## config.mk

```make
export PLATFORM = sky130hd
export DESIGN_NAME = prng_seq_controller
export DESIGN_NICKNAME = d
export VERILOG_FILES = /design/src/rtl/prng_ctrl_pkg.sv /design/src/rtl/prng_phase_counter.sv /design/src/rtl/prng_seq_controller.sv
export SDC_FILE = /design/constraint.sdc
export NUM_CORES = 1
export LEC_CHECK = 0
export ABC_AREA = 1
export BUFFER_PORTS_ARGS = -buffer_cell sky130_fd_sc_hd__buf_2
export CORE_ASPECT_RATIO = 0.8
export CORE_MARGIN = 5
export CORE_UTILIZATION = 40
export CTS_BUF_LIST = sky130_fd_sc_hd__clkbuf_8
export CTS_CLUSTER_DIAMETER = 50
export DETAILED_ROUTE_END_ITERATION = 6
export PLACE_DENSITY = 0.61
export SLEW_MARGIN = 20
export SYNTH_ARGS = -nofsm -noshare
export SYNTH_HDL_FRONTEND = slang
export SYNTH_SLANG_ARGS = --single-unit
```

## constraint.sdc

```tcl
create_clock -name clk -period 1.53 [get_ports clk]
set_input_delay 0.306 -clock clk [delete_from_list [all_inputs] [get_ports clk]]
set_output_delay 0.306 -clock clk [all_outputs]
set_load 0.005 [all_outputs]
```

## src/rtl/prng_ctrl_pkg.sv

```systemverilog
// Shared types and helpers for the LFSR generator sequencing controller.
// Holds the state encoding, default widths and the phase-selection rule.
package prng_ctrl_pkg;

    localparam int CNT_W_DEF = 4;
    localparam int RND_W_DEF = 8;

    typedef enum logic [2:0] {
        IDLE,
        LOAD,
        XOR,
        SHIFT,
        DONE
    } state_t;

    // First active phase of a round: XOR if any, else SHIFT if any, else straight to DONE.
    function automatic state_t next_phase(input logic xor_nz, input logic shift_nz);
        if (xor_nz) begin
            return XOR;
        end
        if (shift_nz) begin
            return SHIFT;
        end
        return DONE;
    endfunction

endpackage

```

## src/rtl/prng_phase_counter.sv

```systemverilog
// Loadable down-counter that times the XOR and SHIFT phases.
// Load wins over decrement; zero flags the last cycle of a phase.
module prng_phase_counter #(
    parameter int CNT_W = 4
) (
    input  logic             clk,
    input  logic             rst,
    input  logic             load,
    input  logic [CNT_W-1:0] load_val,
    input  logic             dec,
    output logic [CNT_W-1:0] count,
    output logic             zero
);

    logic [CNT_W-1:0] count_reg;

    always_ff @(posedge clk) begin
        if (rst) begin
            count_reg <= '0;
        end else if (load) begin
            count_reg <= load_val;
        end else if (dec) begin
            count_reg <= count_reg - CNT_W'(1);
        end
    end

    assign count = count_reg;
    assign zero  = (count_reg == '0);

endmodule

```

## src/rtl/prng_seq_controller.sv

```systemverilog
// Sequencing FSM for the LFSR generator: LOAD, XOR-mix and SHIFT strobes with
// programmable phase lengths, continuous mode, abort and a round counter.
module prng_seq_controller
    import prng_ctrl_pkg::*;
#(
    parameter int CNT_W = CNT_W_DEF,
    parameter int RND_W = RND_W_DEF
) (
    input  logic             clk,
    input  logic             rst,
    input  logic             start,
    input  logic             abort,
    input  logic             cont,
    input  logic [CNT_W-1:0] xor_len,
    input  logic [CNT_W-1:0] shift_len,
    output logic             load,
    output logic             xor_en,
    output logic             shift_en,
    output logic             done,
    output logic             busy,
    output logic [RND_W-1:0] round_cnt
);

    state_t           state_reg, state_next;
    logic [CNT_W-1:0] xor_len_reg, shift_len_reg;
    logic [RND_W-1:0] round_cnt_reg;

    logic             cnt_load, cnt_dec, cnt_zero;
    logic [CNT_W-1:0] cnt_val, cnt_count;
    logic             latch_lens, rnd_clr, rnd_inc;
    state_t           round_phase;
    logic [CNT_W-1:0] round_first_val;

    prng_phase_counter #(
        .CNT_W(CNT_W)
    ) u_phase_counter (
        .clk     (clk),
        .rst     (rst),
        .load    (cnt_load),
        .load_val(cnt_val),
        .dec     (cnt_dec),
        .count   (cnt_count),
        .zero    (cnt_zero)
    );

    // Entry into a round (from LOAD, or from DONE in continuous mode) uses the latched lengths.
    always_comb begin
        round_phase     = next_phase(xor_len_reg != '0, shift_len_reg != '0);
        round_first_val = (round_phase == XOR) ? (xor_len_reg - CNT_W'(1))
                                               : (shift_len_reg - CNT_W'(1));
    end

    always_comb begin
        state_next = state_reg;
        cnt_load   = 1'b0;
        cnt_val    = '0;
        cnt_dec    = 1'b0;
        latch_lens = 1'b0;
        rnd_clr    = 1'b0;
        rnd_inc    = 1'b0;

        if (abort && state_reg != IDLE) begin
            state_next = IDLE;
        end else begin
            case (state_reg)
                IDLE: begin
                    if (start && !abort) begin
                        state_next = LOAD;
                        latch_lens = 1'b1;
                        rnd_clr    = 1'b1;
                    end
                end
                LOAD: begin
                    state_next = round_phase;
                    cnt_load   = (round_phase != DONE);
                    cnt_val    = round_first_val;
                end
                XOR: begin
                    if (!cnt_zero) begin
                        cnt_dec = 1'b1;
                    end else if (shift_len_reg != '0) begin
                        state_next = SHIFT;
                        cnt_load   = 1'b1;
                        cnt_val    = shift_len_reg - CNT_W'(1);
                    end else begin
                        state_next = DONE;
                    end
                end
                SHIFT: begin
                    if (!cnt_zero) begin
                        cnt_dec = 1'b1;
                    end else begin
                        state_next = DONE;
                    end
                end
                DONE: begin
                    rnd_inc = 1'b1;
                    if (cont) begin
                        state_next = round_phase;
                        cnt_load   = (round_phase != DONE);
                        cnt_val    = round_first_val;
                    end else begin
                        state_next = IDLE;
                    end
                end
                default: state_next = IDLE;
            endcase
        end
    end

    always_ff @(posedge clk) begin
        if (rst) begin
            state_reg     <= IDLE;
            xor_len_reg   <= '0;
            shift_len_reg <= '0;
            round_cnt_reg <= '0;
        end else begin
            state_reg <= state_next;
            if (latch_lens) begin
                xor_len_reg   <= xor_len;
                shift_len_reg <= shift_len;
            end
            if (rnd_clr) begin
                round_cnt_reg <= '0;
            end else if (rnd_inc) begin
                round_cnt_reg <= round_cnt_reg + RND_W'(1);
            end
        end
    end

    assign load      = (state_reg == LOAD);
    assign xor_en    = (state_reg == XOR);
    assign shift_en  = (state_reg == SHIFT);
    assign done      = (state_reg == DONE);
    assign busy      = (state_reg != IDLE);
    assign round_cnt = round_cnt_reg;

endmodule

```

# --- Word level (Yosys, flattened, before mapping) ---
# Cells that the tools add are included.
classes:
  mux: 33
  eq_ne: 9
  n_reduce_logical: 13
  n_addsub: 4
ops:
  columns: ["op", "count"]
  rows:
  - ["2-to-1 mux 4 bit", 7]
  - ["2-to-1 mux 3 bit", 9]
  - ["case mux 3 bit (5 select lines)", 1]
  - ["2-to-1 mux 1 bit", 14]
  - ["case mux 4 bit (3 select lines)", 1]
  - ["subtractor 4 x 1 -> 4 bit, second input constant", 3]
  - ["equality test 3 x 2 -> 1 bit, second input constant", 3]
  - ["adder 8 x 1 -> 8 bit, second input constant", 1]
  - ["nonzero test 4 bit", 2]
  - ["OR reduction 2 bit", 3]
  - ["zero test 4 bit", 1]
  - ["inequality test 2 x 1 -> 1 bit, second input constant", 2]
  - ["equality test 3 x 1 -> 1 bit, second input constant", 1]
  - ["equality test 3 bit, second input constant", 1]
  - ["zero test 3 bit", 1]
  - ["inequality test 3 bit, second input constant", 1]
  - ["case mux 1 bit (3 select lines)", 1]
  - ["AND reduction 3 bit", 1]
  - ["nonzero test 3 bit", 1]
  - ["logical AND 1 bit", 2]
  - ["inequality test 2 bit, second input constant", 1]
  - ["nonzero test 2 bit", 1]
  - ["zero test 1 bit", 1]
word_totals:
  wordCells: 64
  register_bits: 23
  out_inout_bits: 13
  in_bits: 13

# --- Logic depth before layout (Yosys ltp) ---
# Gate-level depths: netlist (run 1).
logic_depth:
  ltp_word: 11
  ltp_mapped: 13

# --- By module ---
# Synthesis (run 1) repeated with hierarchy kept, for this count alone.
hier_totals:
  hier_cells: 210
  area_unflattened_um2: 1447.6
by_module_without_submodules:
  columns: ["mod", "cells_each", "instances", "area_per_inst_um2"]
  rows:
  - ["prng_seq_controller", 170, 1, 1194.9]
  - ["prng_phase_counter", 40, 1, 252.7]

# --- Least setup slack after synthesis (run 1) ---
# No wires, ideal clock.
synth_timing:
  path_kind: "reg2reg"
  startpoint: "register xor_len_reg[0]"
  endpoint: "register u_phase_counter.count_reg[1] (netlist: u_phase_counter.count[1])"
  period_less_slack_ns: 1.475
  setup_time_ns: 0.117
  path_stages_with_launch: 12
  path_slack_ns: 0.055
  arrival_ns: 1.358
  path_cell_list: "dfxtp_1 > inv_1 > ha_1 > nand2_2 > nor2_4 > nand2_1 > nand2_4 > nand2_4 > nand2_4 > nand2_4 > o21ai_0 > nor2_1"
synth_via:
  elab_chain_len: 9
  elab_cells_between_ends: 15
  classes_between: "add/sub: 1; eq/ne: 2; mux: 10; reduce/logical: 2"
synth_rtl:
  columns: ["item", "line", "rtl"]
  rows:
  - ["start: declaration", "prng_seq_controller.sv:25", "logic [CNT_W-1:0] xor_len_reg, shift_len_reg;"]
  - ["start signal: assignment", "prng_seq_controller.sv:120", "xor_len_reg <= xor_len;"]
  - ["nonzero test 4 bit", "prng_seq_controller.sv:48", "round_phase = next_phase(xor_len_reg != '0, shift_len_reg != '0);"]
  - ["2-to-1 mux 1 bit", "prng_ctrl_pkg.sv:18", "if (xor_nz) begin"]
  - ["2-to-1 mux 3 bit", "prng_ctrl_pkg.sv:21", "if (shift_nz) begin"]
  - ["equality test 3 x 2 -> 1 bit", "prng_seq_controller.sv:49", "round_first_val = (round_phase == XOR) ? (xor_len_reg - CNT_W'(1))"]
  - ["2-to-1 mux 4 bit", "prng_seq_controller.sv:49", null]
  - ["2-to-1 mux 4 bit", "prng_seq_controller.sv:98", "if (cont) begin"]
  - ["case mux 4 bit (3 select lines)", "prng_seq_controller.sv:65", "case (state_reg)"]
  - ["2-to-1 mux 4 bit", "prng_seq_controller.sv:62", "if (abort && state_reg != IDLE) begin"]
  - ["2-to-1 mux 4 bit", "prng_phase_counter.sv:20", "end else if (load) begin"]
  - ["end signal: assignment", "prng_phase_counter.sv:21", "count_reg <= load_val;"]
  - ["end signal: assignment", "prng_phase_counter.sv:23", "count_reg <= count_reg - CNT_W'(1);"]
  - ["end: declaration", "prng_phase_counter.sv:15", "logic [CNT_W-1:0] count_reg;"]
# Parallel ways exist; a longest one is shown, timed or not.
# A chain may end at the register's enable or synchronous reset.

# --- Worst setup path in the final report (run 1) ---
layout_timing:
  startpoint: "register u_phase_counter.count_reg[1] (netlist: u_phase_counter.count[1])"
  endpoint: "register u_phase_counter.count_reg[1] (netlist: u_phase_counter.count[1])"
layout_via:
  elab_chain_len: 5
  elab_cells_between_ends: 14
  classes_between: "add/sub: 1; mux: 11; reduce/logical: 2"
layout_rtl:
  columns: ["item", "line", "rtl"]
  rows:
  - ["zero test 4 bit", "prng_phase_counter.sv:28", "assign zero = (count_reg == '0);"]
  - ["2-to-1 mux 4 bit (tied with other cells)", "prng_seq_controller.sv:79", "if (!cnt_zero) begin"]
  - ["case mux 4 bit (3 select lines) (tied with other cells)", "prng_seq_controller.sv:65", null]
  - ["2-to-1 mux 4 bit or 2-to-1 mux 1 bit (tied branches)", "prng_seq_controller.sv:62", null]
  - ["2-to-1 mux 4 bit or nonzero test 2 bit (tied branches)", null, null]
# Parallel ways exist; a longest one is shown, timed or not. The select of a mux whose other input is x is not followed.

==> results of run 1 <==
==> per-layer routing <==
layer	vias to the layer above	part of all wire, %	global-route usage (%)
met2	30	40	19.3
met5	-	0	0
met1	592	53	19.4
met4	0	0.68	2.62
met3	5	6.5	4.57
li1	749	-	-
==> cell type report <==
| class | instances | share of cell area (%) |
|---|---|---|
| repair buffers | 34 | 10.5 |
| clock inverters | 1 | 0.205 |
| well taps | 42 | 2.87 |
| flip-flops and latches | 23 | 25.4 |
| inverters | 38 | 7.80 |
| clock buffers | 3 | 2.26 |
| multi-input cells | 147 | 51.0 |
==> worst paths after layout <==
check,to,slack (ps),depth (start not counted)
min,u_phase_counter.count[3],310,2
max reg2reg,u_phase_counter.count[1],70,11
max,u_phase_counter.count[1],70,11
min reg2reg,round_cnt[6],490,2
==> per-stage QoR <==
step / cell area [µm²] / hold slack [ps] / total power [mW] / std cells / util, %
global placement: 1720 / 475 / 2.52 / 282 / 48.8
finish: 1830 / 310 / 3.08 / 288 / 52.0
detailed placement: 1720 / 477 / 2.52 / 282 / 48.8
CTS: 1760 / 297 / 2.91 / 286 / 50.1
global route: 1830 / 303 / 3.37 / 288 / 52.0
floorplan: 1490 / 375 / 2.13 / 209 / -
==> cells in the mapped netlist <==
master | n | area share (%)
nor3b_2 | 1 | 0.84
nand2_2 | 4 | 1.7
nand2_1 | 36 | 9.0
o21ai_2 | 1 | 0.59
nor2_4 | 3 | 2.3
inv_2 | 9 | 2.3
nor3_2 | 2 | 1.3
buf_4 | 1 | 0.50
a21oi_4 | 1 | 1.1
nor3b_1 | 1 | 0.50
dfxtp_1 | 23 | 31
xor2_1 | 4 | 2.3
xnor2_1 | 1 | 0.59
nor3_1 | 2 | 0.67
inv_1 | 29 | 7.3
a31oi_1 | 1 | 0.42
nor2_2 | 4 | 1.7
nand3_1 | 17 | 5.7
nand3_4 | 2 | 2.3
nand4_1 | 1 | 0.42
a21oi_1 | 17 | 5.7
nor2_1 | 14 | 3.5
nand3_2 | 1 | 0.67
o211ai_1 | 1 | 0.50
ha_1 | 6 | 5.0
nand2_4 | 7 | 5.3
o21ai_1 | 3 | 1.0
a311oi_1 | 1 | 0.59
o21ai_0 | 16 | 5.4
==> report_power, final <==
group	internal [mW]	leakage (nW)	total (mW)	switching, mW
Sequential	0.721	0.189	0.836	0.115
Combinational	0.738	0.664	1.86	1.12
Clock	0.180	0.0269	0.383	0.203
Total	1.64	0.880	3.08	1.44
==> cells by family after synthesis <==
kind of cell,count (synthesis),share of synthesized area [%]
AO/OA/AOI/OAI,41,15.2
XOR/XNOR,5,2.93
adder cells (fa/ha/maj),6,5.02
buffers and inverters,39,10.0
flip-flops,23,30.8
AND/OR/NAND/NOR,95,35.9
==> worst max-delay path, stage by stage, from the launching register on <==
cell and delay, ps:
dfxtp_2 330, inv_2 60, ha_1 150, nand2_2 70, nor2_4 160, nand3_4 150
nand2_4 100, nand2_4 80, nand2_1 60, nand2_1 50, nor2_1 100, nor2_1 40
==> timing repair <==
item | 4_1_cts | 5_1_grt
setup endpoints to repair | 0 | 8
setup buffers | 0 | 2
gates resized for setup | 0 | 22
hold endpoints to repair | 0 | 0
==> impl_metrics.tcl, run 1 <==
set metrics [dict create \
    power.leakage_nw 0.880 \
    fin_setup_tns_ps 0 \
    critPathLaunch "u_phase_counter.count[1]" \
    clk_pin_slew_worst_paths_ps 80 \
    rows 19 \
    period_share_pct 95.6 \
    yosysWarnings 0 \
    drv_slew 0 \
    final.setup.worst_slack_ps 67.0 \
    routed_via_density 4.78 \
    syn_inst 209 \
    drt_iter0_markers 75 \
    cts_sinks 23 \
    setup_violations 0 \
    wl_per_cell_um 11.3 \
    port_buffers 25 \
    register_area_um2 464 \
    cts_tree "done" \
    gr-total-overflow 0 \
    clock_path_buffers 2 \
    num_vias 1376 \
    largest_register_ffs 8 \
    ys_ff_latch 23 \
    yosysUniqueCellTypes 29 \
    fillers 359 \
    cts.root.buffer_cell "clkbuf_8" \
    avgSynthCellArea_um2 7.15 \
    vdd_drop_max_v 0.000700 \
    antenna_cells 0 \
    syn_nets 228 \
    gp_congestion 0.801 \
    ios 26 \
    place_ws_ps 12.0 \
    die_y_um 64.7 \
    hpwlAfterDp_um 2570 \
    p_per_area_nw_per_um2 1680 \
    drt_first_pass_iters 4 \
    hold_start "rst" \
    clock_skew_ps 5.41 \
    numCtsBuffers 3 \
    grt_pass1_vias 1213 \
    cp.required_ps 1690 \
    clkLatencyLatePin_ps 270 \
    crit_path_end_kind "register" \
    fp.coreArea_um2 3520 \
    period_needed_ps 1460 \
    drc_errors 0 \
    grt_max_degree 17 \
    multi_input_area_um2 932 \
    netlist_area_um2 1490 \
    crit_arrival_ps 1630 \
    die_w_um 78.3 \
    r2r-start "u_phase_counter.count[1]" \
    slew_headroom_pct 81.7 \
    areaGrowthSynthToFinish_pct 22.4 \
    hold_viol 0 \
    final_nets 266 \
    worst_pin_slew_ps 273 \
    antenna_found_initial 0 \
    totalWireLength_um 3260 \
    die-area_um2 5060 \
    final_common_cell "nand2_1" \
    h-tree-depth 1 \
    path_class "reg -> reg" \
    grt.total_usage_pct 13.4 \
    antenna_left 0 \
    start_util_pct 42.5 \
    rsz0062_at_grt "true" \
    fmax_ghz 0.684 \
    worstSetupStartpointType "register" \
    ys_seq_area_share_pct 30.8 \
    grt_pass1_wl_um 5540 \
    hold_path_class "in -> reg" \
    crit_fanout 6 \
    hold_buffers 0 \
    final_cell_mix "nand2_1 (34), buf_2 (25), inv_1 (24)" \
    status "finished, final reports clean" \
    layout-drive-gt1-share_pct 36.2 \
    maxCapViolations 0 \
]
(Power assumes the default switching activity.)
==> run 2: changes to the inputs <==
ABC_AREA = unset   (was 1)
CORE_UTILIZATION = 51   (was 40)
PLACE_DENSITY = 0.75   (was 0.61)
SKIP_LAST_GASP = 1   (was unset)
==> run 2 against run 1 <==
The run now ends with negative setup slack left. Count of clock-buffer cells in the layout unchanged. Final cell count down 11%. Largest power group is now sequential cells. Clock power down 4%. Hold slack worse by 35 ps.
==> impl_metrics.tcl, run 2 <==
set metrics [dict create \
    status "finished with violations" \
    violations "negative setup slack" \
    syn_inst 150 \
    synth_compound_area_share_pct 13.0 \
    postLayoutCellArea_um2 2110 \
    worst_pin_slew_ps 349 \
    crit_path_end_kind "register" \
    final_cell_mix "buf_4 (39), buf_2 (23), dfxtp_1 (18)" \
    die_w_um 67.7 \
    synth-simple-area-share_pct 26.4 \
    synth_ff_type "dfxtp_1" \
    gp_congestion 0.890 \
    yosysUniqueCellTypes 41 \
    port_buffers 25 \
    drt_first_pass_iters 4 \
    start_util_pct 54.3 \
    final.setup.worst_slack_ps -318 \
    drc_errors 0 \
    period_share_pct 121 \
    clock_path_buffers 2 \
    worstSetupStartpointType "register" \
    p_per_area_nw_per_um2 613 \
    syn_nets 169 \
    cts_tree "done" \
    path_cells "inv_2, ha_4, or3b_4, or3_4, a21oi_2, nor3_1, a211oi_1" \
    synth_common_cells "dfxtp_1 (23), nor2_1 (23), mux2i_1 (10)" \
    rsz0062_at_grt "true" \
    setup_violations 25 \
    grt_max_degree 16 \
    drt_iter0_markers 130 \
    clock_skew_ps 5.45 \
    cts.root.buffer_cell "clkbuf_8" \
    gr-total-overflow 0 \
    hold_path_class "in -> reg" \
    clkLatencyLatePin_ps 260 \
    cp_slowest_cell "or3_4" \
    layout-drive-gt1-share_pct 53.2 \
    die-area_um2 3800 \
    ys_async_sr_fraction_pct 0 \
    met3_length_um 363 \
    finalPower_mw 1.29 \
    slew_headroom_pct 76.6 \
    final_common_cell "buf_4" \
    grt_pass1_wl_um 6470 \
    crit_arrival_ps 2030 \
    synth_edf_count 0 \
    period_needed_ps 1850 \
    yosysWarnings 0 \
    synth_top_cell_area_share_pct 33.9 \
    hold_buffers 0 \
    hold_viol 0 \
    rows 16 \
    hold_slack_ps 274 \
    antenna_cells 0 \
    wl_met1_um 1870 \
    yosys-top-cells-area "dfxtp_1 (34%), mux2i_1 (7.4%), nor2_1 (6.4%)" \
    num_vias 1449 \
    drv_slew 0 \
    fp.coreArea_um2 2500 \
    ys_seq_area_share_pct 33.9 \
    hpwlAfterDp_um 2800 \
    vdd_drop_max_v 0.000548 \
    power.leakage_nw 0.963 \
    cp.required_ps 1710 \
    ios 26 \
    path_class "reg -> reg" \
    h-tree-depth 1 \
    crit_fanout 4 \
    wl_met2_um 2240 \
    grt.total_usage_pct 22.0 \
    wl_per_cell_um 17.9 \
    place_ws_ps -289 \
    final_nets 240 \
    antenna_left 0 \
    grt_pass1_vias 1380 \
    avgSynthCellArea_um2 9.06 \
    die_y_um 56.2 \
    numCtsBuffers 3 \
    antenna_found_initial 0 \
    totalWireLength_um 4570 \
    synth_fa_ha_area_share_pct 5.52 \
    fmax_ghz 0.541 \
    yosysTopAreaCell "dfxtp_1" \
    top_layer "met4" \
    ys_ff_latch 23 \
    synth_top_family_by_area "simple AND/OR/NAND/NOR gates" \
    r2r_slack_ps -320 \
    fillers 126 \
    largest_register_ffs 8 \
    clk_pin_slew_worst_paths_ps 80 \
    netlist_area_um2 1360 \
    maxCapViolations 0 \
    synthMuxAreaShare_pct 7.37 \
    cts_sinks 23 \
    placed_area_um2 1830 \
    critPathMaxStageDelay_ps 440 \
    routed_via_density 5.66 \
    areaGrowthSynthToFinish_pct 55.0 \
    synth-xor-area-share_pct 8.38 \
]
==> run 2: cell types whose count changed after synthesis, sizes merged, moves of 4 or more <==
cell,change
mux2i,+10
a21oi,-12
xor2,+5
nor3,+4
o21ai,-14
buf,+4
nand3,-16
inv,-31
nand2,-45
==> run 2: area by class of cell <==
cell class                      count  area, µm²  share of cell area (%)
Multi-Input combinational cell    114        991                    47.1
Tap cell                           36       45.0                    2.14
Sequential cell                    23        474                    22.5
Clock inverter                      1       3.75                   0.178
Timing Repair Buffer               72        524                    24.9
Clock buffer                        3       41.3                    1.96
Inverter                            7       26.3                    1.25
==> run 2: cells by family after synthesis <==
logic type | Yosys count
AND/OR/NAND/NOR | 59
AO/OA/AOI/OAI | 26
flip-flops | 23
XOR/XNOR | 13
buffers and inverters | 13
multiplexers | 10
adder cells (fa/ha/maj) | 6
==> run 2: worst paths after layout <==
check,startpoint,endpoint,cells after the start
worst max-delay path,u_phase_counter.count[0],u_phase_counter.count[3],7
worst min-delay path,shift_len[1],shift_len_reg[1],3
worst max register to register,u_phase_counter.count[0],u_phase_counter.count[3],7
worst min register to register,round_cnt[7],round_cnt[7],2
==> run 2: what timing repair did <==
| item | CTS | global route |
|---|---|---|
| setup endpoints to repair | 25 | 27 |
| buffers inserted | 6 | 2 |
| gates resized for setup | 17 | 27 |
| pin swaps | 4 | 9 |
| gates cloned | 0 | 0 |
==> run 2: metrics by stage <==
stage	TNS, ps	instances	utilization, %
after detailed placement	-4310	244	73.0
after global placement	-3560	244	73.0
after global routing	-6450	256	84.2
final	-5090	256	84.2
after floorplan	-843	150	-
after CTS	-4220	254	79.1
==> run 2: routing by layer <==
layer | GRT usage, % | up-vias
li1 | - | 668
met1 | 28.5 | 684
met2 | 37.4 | 83
met3 | 4.85 | 14
met4 | 2.89 | 0
met5 | 0 | -
==> run 2: worst max-delay path: cells and delay by family (launching register included) <==
family,cells,cell delay [ps]
compound gates,2,330
fa+ha+maj,1,120
buf+inv,1,70
flops,1,330
simple gates,3,920
==> run 2: where the power goes <==
group	internal [mW]	leakage, nW	total (mW)	switching [mW]
clock	0.179	0.0269	0.366	0.187
combinational	0.155	0.747	0.302	0.147
sequential	0.608	0.190	0.622	0.0136
total	0.942	0.963	1.29	0.348
